<file path="src/rtl/alu_cmd_fifo.sv">
`default_nettype none
// ============================================================================
// Module      : alu_cmd_fifo
// Description : Command-driven ALU with a DEPTH-entry result FIFO. Single-cycle
//               ops push at the accept edge; POW runs on an iterative
//               multiplier FSM and pushes once its exponent count reaches 0.
// Revision    : 1.0 - initial release
// ============================================================================
module alu_cmd_fifo #(
  parameter int WIDTH = 9,
  parameter int DEPTH = 4,
  parameter int EXPW  = 4
) (
  input  logic                     clk,
  input  logic                     rst_n,
  input  logic                     in_valid,
  output logic                     in_ready,
  input  logic [3:0]               in_op,
  input  logic [WIDTH-1:0]         in_a,
  input  logic [WIDTH-1:0]         in_b,
  output logic                     out_valid,
  input  logic                     out_ready,
  output logic [WIDTH-1:0]         out_data,
  output logic                     out_err,
  output logic                     busy,
  output logic [$clog2(DEPTH):0]   count
);

  localparam int AW = $clog2(DEPTH);
  localparam int CW = AW + 1;

  localparam logic [3:0] OP_ADD  = 4'd0;
  localparam logic [3:0] OP_SUB  = 4'd1;
  localparam logic [3:0] OP_MUL  = 4'd2;
  localparam logic [3:0] OP_SHL  = 4'd3;
  localparam logic [3:0] OP_SHR  = 4'd4;
  localparam logic [3:0] OP_ASHR = 4'd5;
  localparam logic [3:0] OP_XOR  = 4'd6;
  localparam logic [3:0] OP_XNOR = 4'd7;
  localparam logic [3:0] OP_MIN  = 4'd8;
  localparam logic [3:0] OP_RED  = 4'd9;
  localparam logic [3:0] OP_POW  = 4'd10;

  typedef enum logic [0:0] {
    S_IDLE = 1'b0,
    S_POW  = 1'b1
  } state_t;

  state_t           state;
  state_t           state_nxt;

  logic [WIDTH-1:0] pow_a;
  logic [WIDTH-1:0] acc;
  logic [EXPW-1:0]  cnt;

  logic [WIDTH-1:0] mem_data [DEPTH];
  logic             mem_err  [DEPTH];
  logic [AW-1:0]    wr_ptr;
  logic [AW-1:0]    rd_ptr;

  logic             accept;
  logic             start_pow;
  logic             pow_done;
  logic             push;
  logic             pop;
  logic [WIDTH:0]   single_res;
  logic [WIDTH-1:0] push_data;
  logic             push_err;

  // Result of every single-cycle opcode as {err, data}; SV shift semantics
  // already give 0 (logical) or sign fill (arithmetic) for oversize amounts.
  function automatic logic [WIDTH:0] alu_single(input logic [3:0]       op,
                                                input logic [WIDTH-1:0] a,
                                                input logic [WIDTH-1:0] b);
    logic [WIDTH-1:0] r;
    logic             e;
    r = '0;
    e = 1'b0;
    case (op)
      OP_ADD:  r = a + b;
      OP_SUB:  r = a - b;
      OP_MUL:  r = a * b;
      OP_SHL:  r = a << b;
      OP_SHR:  r = a >> b;
      OP_ASHR: r = $signed(a) >>> b;
      OP_XOR:  r = a ^ b;
      OP_XNOR: r = a ~^ b;
      OP_MIN:  r = ($signed(a) < $signed(b)) ? a : b;
      OP_RED:  r = {{(WIDTH-3){1'b0}}, &a, |a, ^a};
      OP_POW:  r = '0;
      default: e = 1'b1;
    endcase
    return {e, r};
  endfunction

  // in_ready deliberately ignores out_ready so there is no comb path through.
  assign in_ready   = (state == S_IDLE) && (count < CW'(DEPTH));
  assign accept     = in_valid && in_ready;
  assign start_pow  = accept && (in_op == OP_POW);
  assign pow_done   = (state == S_POW) && (cnt == '0);
  assign single_res = alu_single(in_op, in_a, in_b);
  assign push       = (accept && (in_op != OP_POW)) || pow_done;
  assign push_data  = pow_done ? acc : single_res[WIDTH-1:0];
  assign push_err   = pow_done ? 1'b0 : single_res[WIDTH];
  assign out_valid  = (count != '0);
  assign pop        = out_valid && out_ready;
  assign out_data   = out_valid ? mem_data[rd_ptr] : '0;
  assign out_err    = out_valid ? mem_err[rd_ptr] : 1'b0;

  // FSM state register.
  always_ff @(posedge clk or negedge rst_n) begin
    if (!rst_n) state <= S_IDLE;
    else        state <= state_nxt;
  end

  // FSM next state and busy flag.
  always_comb begin
    state_nxt = state;
    busy      = 1'b0;
    case (state)
      S_IDLE: if (start_pow) state_nxt = S_POW;
      S_POW: begin
        busy = 1'b1;
        if (cnt == '0) state_nxt = S_IDLE;
      end
      default: state_nxt = S_IDLE;
    endcase
  end

  // POW datapath: load on accept, then one multiply per cycle until cnt hits 0.
  always_ff @(posedge clk or negedge rst_n) begin
    if (!rst_n) begin
      pow_a <= '0;
      acc   <= '0;
      cnt   <= '0;
    end else if (start_pow) begin
      pow_a <= in_a;
      acc   <= WIDTH'(1);
      cnt   <= in_b[EXPW-1:0];
    end else if ((state == S_POW) && (cnt != '0)) begin
      acc   <= acc * pow_a;
      cnt   <= cnt - EXPW'(1);
    end
  end

  // FIFO storage; contents need no reset because out_data/out_err are gated.
  always_ff @(posedge clk) begin
    if (push) begin
      mem_data[wr_ptr] <= push_data;
      mem_err[wr_ptr]  <= push_err;
    end
  end

  // FIFO pointers and occupancy; pointers wrap naturally at DEPTH.
  always_ff @(posedge clk or negedge rst_n) begin
    if (!rst_n) begin
      wr_ptr <= '0;
      rd_ptr <= '0;
      count  <= '0;
    end else begin
      if (push) wr_ptr <= wr_ptr + AW'(1);
      if (pop)  rd_ptr <= rd_ptr + AW'(1);
      case ({push, pop})
        2'b10:   count <= count + CW'(1);
        2'b01:   count <= count - CW'(1);
        default: count <= count;
      endcase
    end
  end

endmodule
`default_nettype wire
</file>
<file path="config.mk">
export PLATFORM = sky130hd
export DESIGN_NAME = alu_cmd_fifo
export DESIGN_NICKNAME = d
export VERILOG_FILES = /design/src/rtl/alu_cmd_fifo.sv
export SDC_FILE = /design/constraint.sdc
export NUM_CORES = 1
export LEC_CHECK = 0
export ABC_CLOCK_PERIOD_IN_PS = 12400
export BUFFER_PORTS_ARGS = -buffer_cell sky130_fd_sc_hd__buf_2
export CAP_MARGIN = 15
export CORE_ASPECT_RATIO = 0.5
export CORE_MARGIN = 2
export CORE_UTILIZATION = 50
export DETAILED_ROUTE_END_ITERATION = 12
export GPL_ROUTABILITY_DRIVEN = 0
export HOLD_SLACK_MARGIN = 0.1
export PLACE_DENSITY = 0.67
export SYNTH_ARGS = -nofsm -noshare
export SYNTH_HDL_FRONTEND = slang
export SYNTH_SLANG_ARGS = --single-unit
</file>
<file path="constraint.sdc">
create_clock -name clk -period 12.4 [get_ports clk]
set_clock_uncertainty 0.15 [all_clocks]
set_input_delay 0.62 -clock clk [delete_from_list [all_inputs] [get_ports clk]]
set_output_delay 0.62 -clock clk [all_outputs]
set_load 0.02 [all_outputs]
</file>
==> key figures <==
Run status
  • Status: completed

Logic synthesis
  • Synth Flop Type: edfxtp_1
  • Synthesized instance count: between 800 and 900
  • Yosys warning total: 0
  • Count of cell types in the netlist: 70
  • Cell Area, Synth: 7610 sq um
  • Most common cell in the netlist: nand2_1
  • Post-synth EDFFs: 40
  • Synthesized net count: ~990
  • Synth Register Bits: 70
  • Largest cells by area after synthesis: edfxtp_1 (16%), ha_1 (11%), fa_1 (10%)
  • Top-area cell type share of the netlist area: 15.8%
  • Post-synth top area cell: edfxtp_1
  • Syn Area/Cell: 8.91 sq um
  • Synth top cells by count: nand2_1 (105), inv_1 (92), ha_1 (66)
  • Seq/Total Area, Yosys: between 20% and 30%
  • Post-synth ARST share: a little over two fifths

Cells and area
  • Ant diodes: 0
  • Fill cells: 1388
  • Layout cell share with drive strength beyond 1: between 10% and 20%
  • Final Cell Area: 8110 sq um
  • Area grow syn2layout: 6.54%
  • Layout Cells excl Fill: approximately 1100
  • Fin nets: 984

Critical path
  • CP Capture Type: flop
  • Critical path buffers and inverters: 5
  • Crit Path Category: input pin to flop
  • Crit-path slowest cell: inv_1
  • CP top delay family: adder cells
  • Worst reg2reg path startpoint: acc[4]$_DFFE_PN0P_
  • Max FO, Critical Path: 37
  • Setup crit start: in_b[1]
  • Crit path largest cell delay: 520 ps
  • Worst Path Arrival: ~5300 ps
  • CP Launch Type: input pin
  • Critical path, cell by cell: buf_2, buf_4, inv_1, nor2_1, fa_1, ha_1, ha_1, inv_1, fa_1, inv_1, ha_1, fa_1, xor2_1, a22o_1, nand2_1, o21ai_0, or3_1, a211oi_1, o221ai_1
  • Req. time, crit path: ~12000 ps

STA
  • Slew Limit Fails: 0
  • Shortest period the worst path allows: 5470 ps
  • Slew HR: about 29%
  • Final setup viols: 0
  • Final Hold Viols: 0
  • F_max: about 180 MHz
  • Unrepaired setup endpoints after global routing: no
  • Period utilization: between 40 and 50%
  • Worst slew pin tran: 1060 ps
  • Setup TNS Final: 0 ps

CTS
  • Worst-skew pair later-pin latency: roughly 330 ps
  • Root buf cell: clkbuf_16
  • CTS Buffer Depth: 2
  • Setup Fix Bufs, Post-CTS: 0
  • CTS sink count: 70
  • Cts bufs inserted: 9
  • # H-tree levels: 3
  • CTS tree: yes
  • Clk slew on worst S/H paths: 50 ps
  • Hold buffer count at cts: 0
  • # resized after CTS: 0

Die
  • Top Ports: 42
  • Die Y: 91.2 microns
  • Starting Density: about half
  • Core ar.: 14700 sq um
  • Chip Width: approximately 180 microns
  • Die footprint: about 16000 sq um
  • Site row count: 31

Route
  • Routed WL: approximately 21000 microns
  • Via density: roughly 6.1
  • Post-DRT Antenna Nets: 0
  • DRC viols: 0
  • Vias: ~6500
  • DR WL/cell: 20.2 microns
  • DR pass1 iterations: 5
  • Iteration-0 DRC Markers: approximately 710

Global routing
  • First-pass GRT wire length: between 30000 and 40000 microns
  • Number of global-route vias before repair: 6123
  • Largest net degree at the start of global routing: 38
  • GRT Resource Usage Total: about 27%
  • Initial antenna violation count: 0
  • Remaining global-route overflow: 0

Place
  • Placed cell count: between 1000 and 1500
  • HPWL Detailed: between 15000 and 20000 microns
  • Port Buffers: 41
  • Post-placement cell area: slightly below 8000 sq um

Hold path
  • Worst Hold Class: input pin to async pin

Power
  • Internal Power: between 0.6 and 0.7 mW
  • Worst vdd ir: 0.0000794 V
  • Reg power frac: between 30% and 40%
  • Clk pwr share: between 10% and 20%
  • Logic pwr share: between 40 and 50%
  • Pwr Total: about 1.2 mW
  • Pwr dens: 150 nW/um^2
  • Switching part of the total power: between 40% and 50%
  • Net Switching: 0.517 mW
  • Static leakage: around 3.5 nW

Run
  • Max cap viols: 0
-- registers in the layout, indices dropped and copies added, names as in the netlist --
register  cells
rd_ptr        2
count         3
acc           9
mem_err       4
state         1
pow_a         9
cnt           4
mem_data     36
wr_ptr        2
-- kinds of logic (layout without fill, tap and decap cells) --
| family | after synthesis | after routing | share of synthesized area (%) |
|---|---|---|---|
| compound gates | 162 | 162 | 14.8 |
| mux | 29 | 29 | 5.75 |
| xor+xnor | 66 | 66 | 7.60 |
| fa+ha+maj | 105 | 105 | 21.1 |
| buf+inv | 149 | 152 | 7.71 |
| simple gates | 273 | 273 | 17.4 |
| flops | 70 | 70 | 25.6 |
-- metal layers --
layer / vias to the layer above / part of all wire, % / wire length [microns] / track usage [%]
li1: 2946 / - / - / -
met1: 3114 / 46 / 9770 / 40.4
met2: 346 / 42 / 9010 / 39.0
met3: 53 / 9.3 / 1990 / 5.44
met4: 0 / 2.7 / 573 / 9.08
met5: - / 0 / 0 / 0
-- metrics by stage --
| stage | hold slack, ps | setup slack (ps) | util (%) |
|---|---|---|---|
| 6_report | 174 | 6930 | 55.3 |
| 5_1_grt | 244 | 6740 | 55.3 |
| 4_1_cts | 196 | 7010 | 55.3 |
| 3_5_place_dp | 314 | 6670 | 53.5 |
| 3_3_place_gp | 315 | 6790 | 53.5 |
| 2_1_floorplan | 174 | 6870 | - |
-- worst reg2reg max path, delay by kind of cell, from the launching register on --
| kind | cells | cell delay, ps |
|---|---|---|
| compound gates | 3 | 430 |
| flops | 1 | 560 |
| fa+ha+maj | 6 | 2270 |
| buf+inv | 3 | 130 |
| simple gates | 1 | 140 |
| xor+xnor | 3 | 450 |
-- cell usage in the layout, fill, tap and decap left out, drive strengths merged, types with 4 or more instances in the layout --
cell type	count
a211oi	5
a21o	9
a21oi	29
a221oi	5
a22o	11
a22oi	4
a31oi	8
a32oi	4
and2	34
and3	5
buf	43
clkbuf	9
clkinv	5
dfrtp	30
edfxtp	40
fa	39
ha	66
inv	93
mux2	8
mux2i	10
mux4	11
nand2	105
nand2b	10
nand3	14
nor2	52
nor2b	10
nor3	19
nor4	7
o2111ai	5
o211ai	7
o21ai	37
o221ai	8
or3	4
xnor2	48
xor2	18
-- power groups by stage --
| stage | logic (mW) | registers (mW) | clock network, mW |
|---|---|---|---|
| 2_1_floorplan | 0.454 | 0.364 | 0 |
| 3_5_place_dp | 0.569 | 0.417 | 0 |
| 6_report | 0.573 | 0.413 | 0.229 |
| 5_1_grt | 0.639 | 0.425 | 0.242 |
| 3_3_place_gp | 0.561 | 0.414 | 0 |
| 4_1_cts | 0.574 | 0.414 | 0.231 |
-- final timing paths --
kind,to,slack (ps),cells after the start
max,mem_data[1][6]$_DFFE_PP_,6930,19
min,count[1]$_DFFE_PN0P_,170,1
max reg2reg,acc[8]$_DFFE_PN0P_,8160,16
min reg2reg,pow_a[8]$_DFFE_PN0P_,320,2
max in group asynchronous,cnt[3]$_DFFE_PN0P_,11500,1
min in group clk,pow_a[8]$_DFFE_PN0P_,320,2
-- area by class of cell --
class                   count  area, sq um  share of cell area [%]
flip-flops and latches     70         1950                    24.1
multi-input cells         635         5070                    62.5
repair buffers             43          220                    2.72
well taps                 198          248                    3.06
clock buffers               9          225                    2.78
clock inverters             6         38.8                   0.478
inverters                  94          353                    4.35
Note: power is estimated with default switching activity, not from simulation.
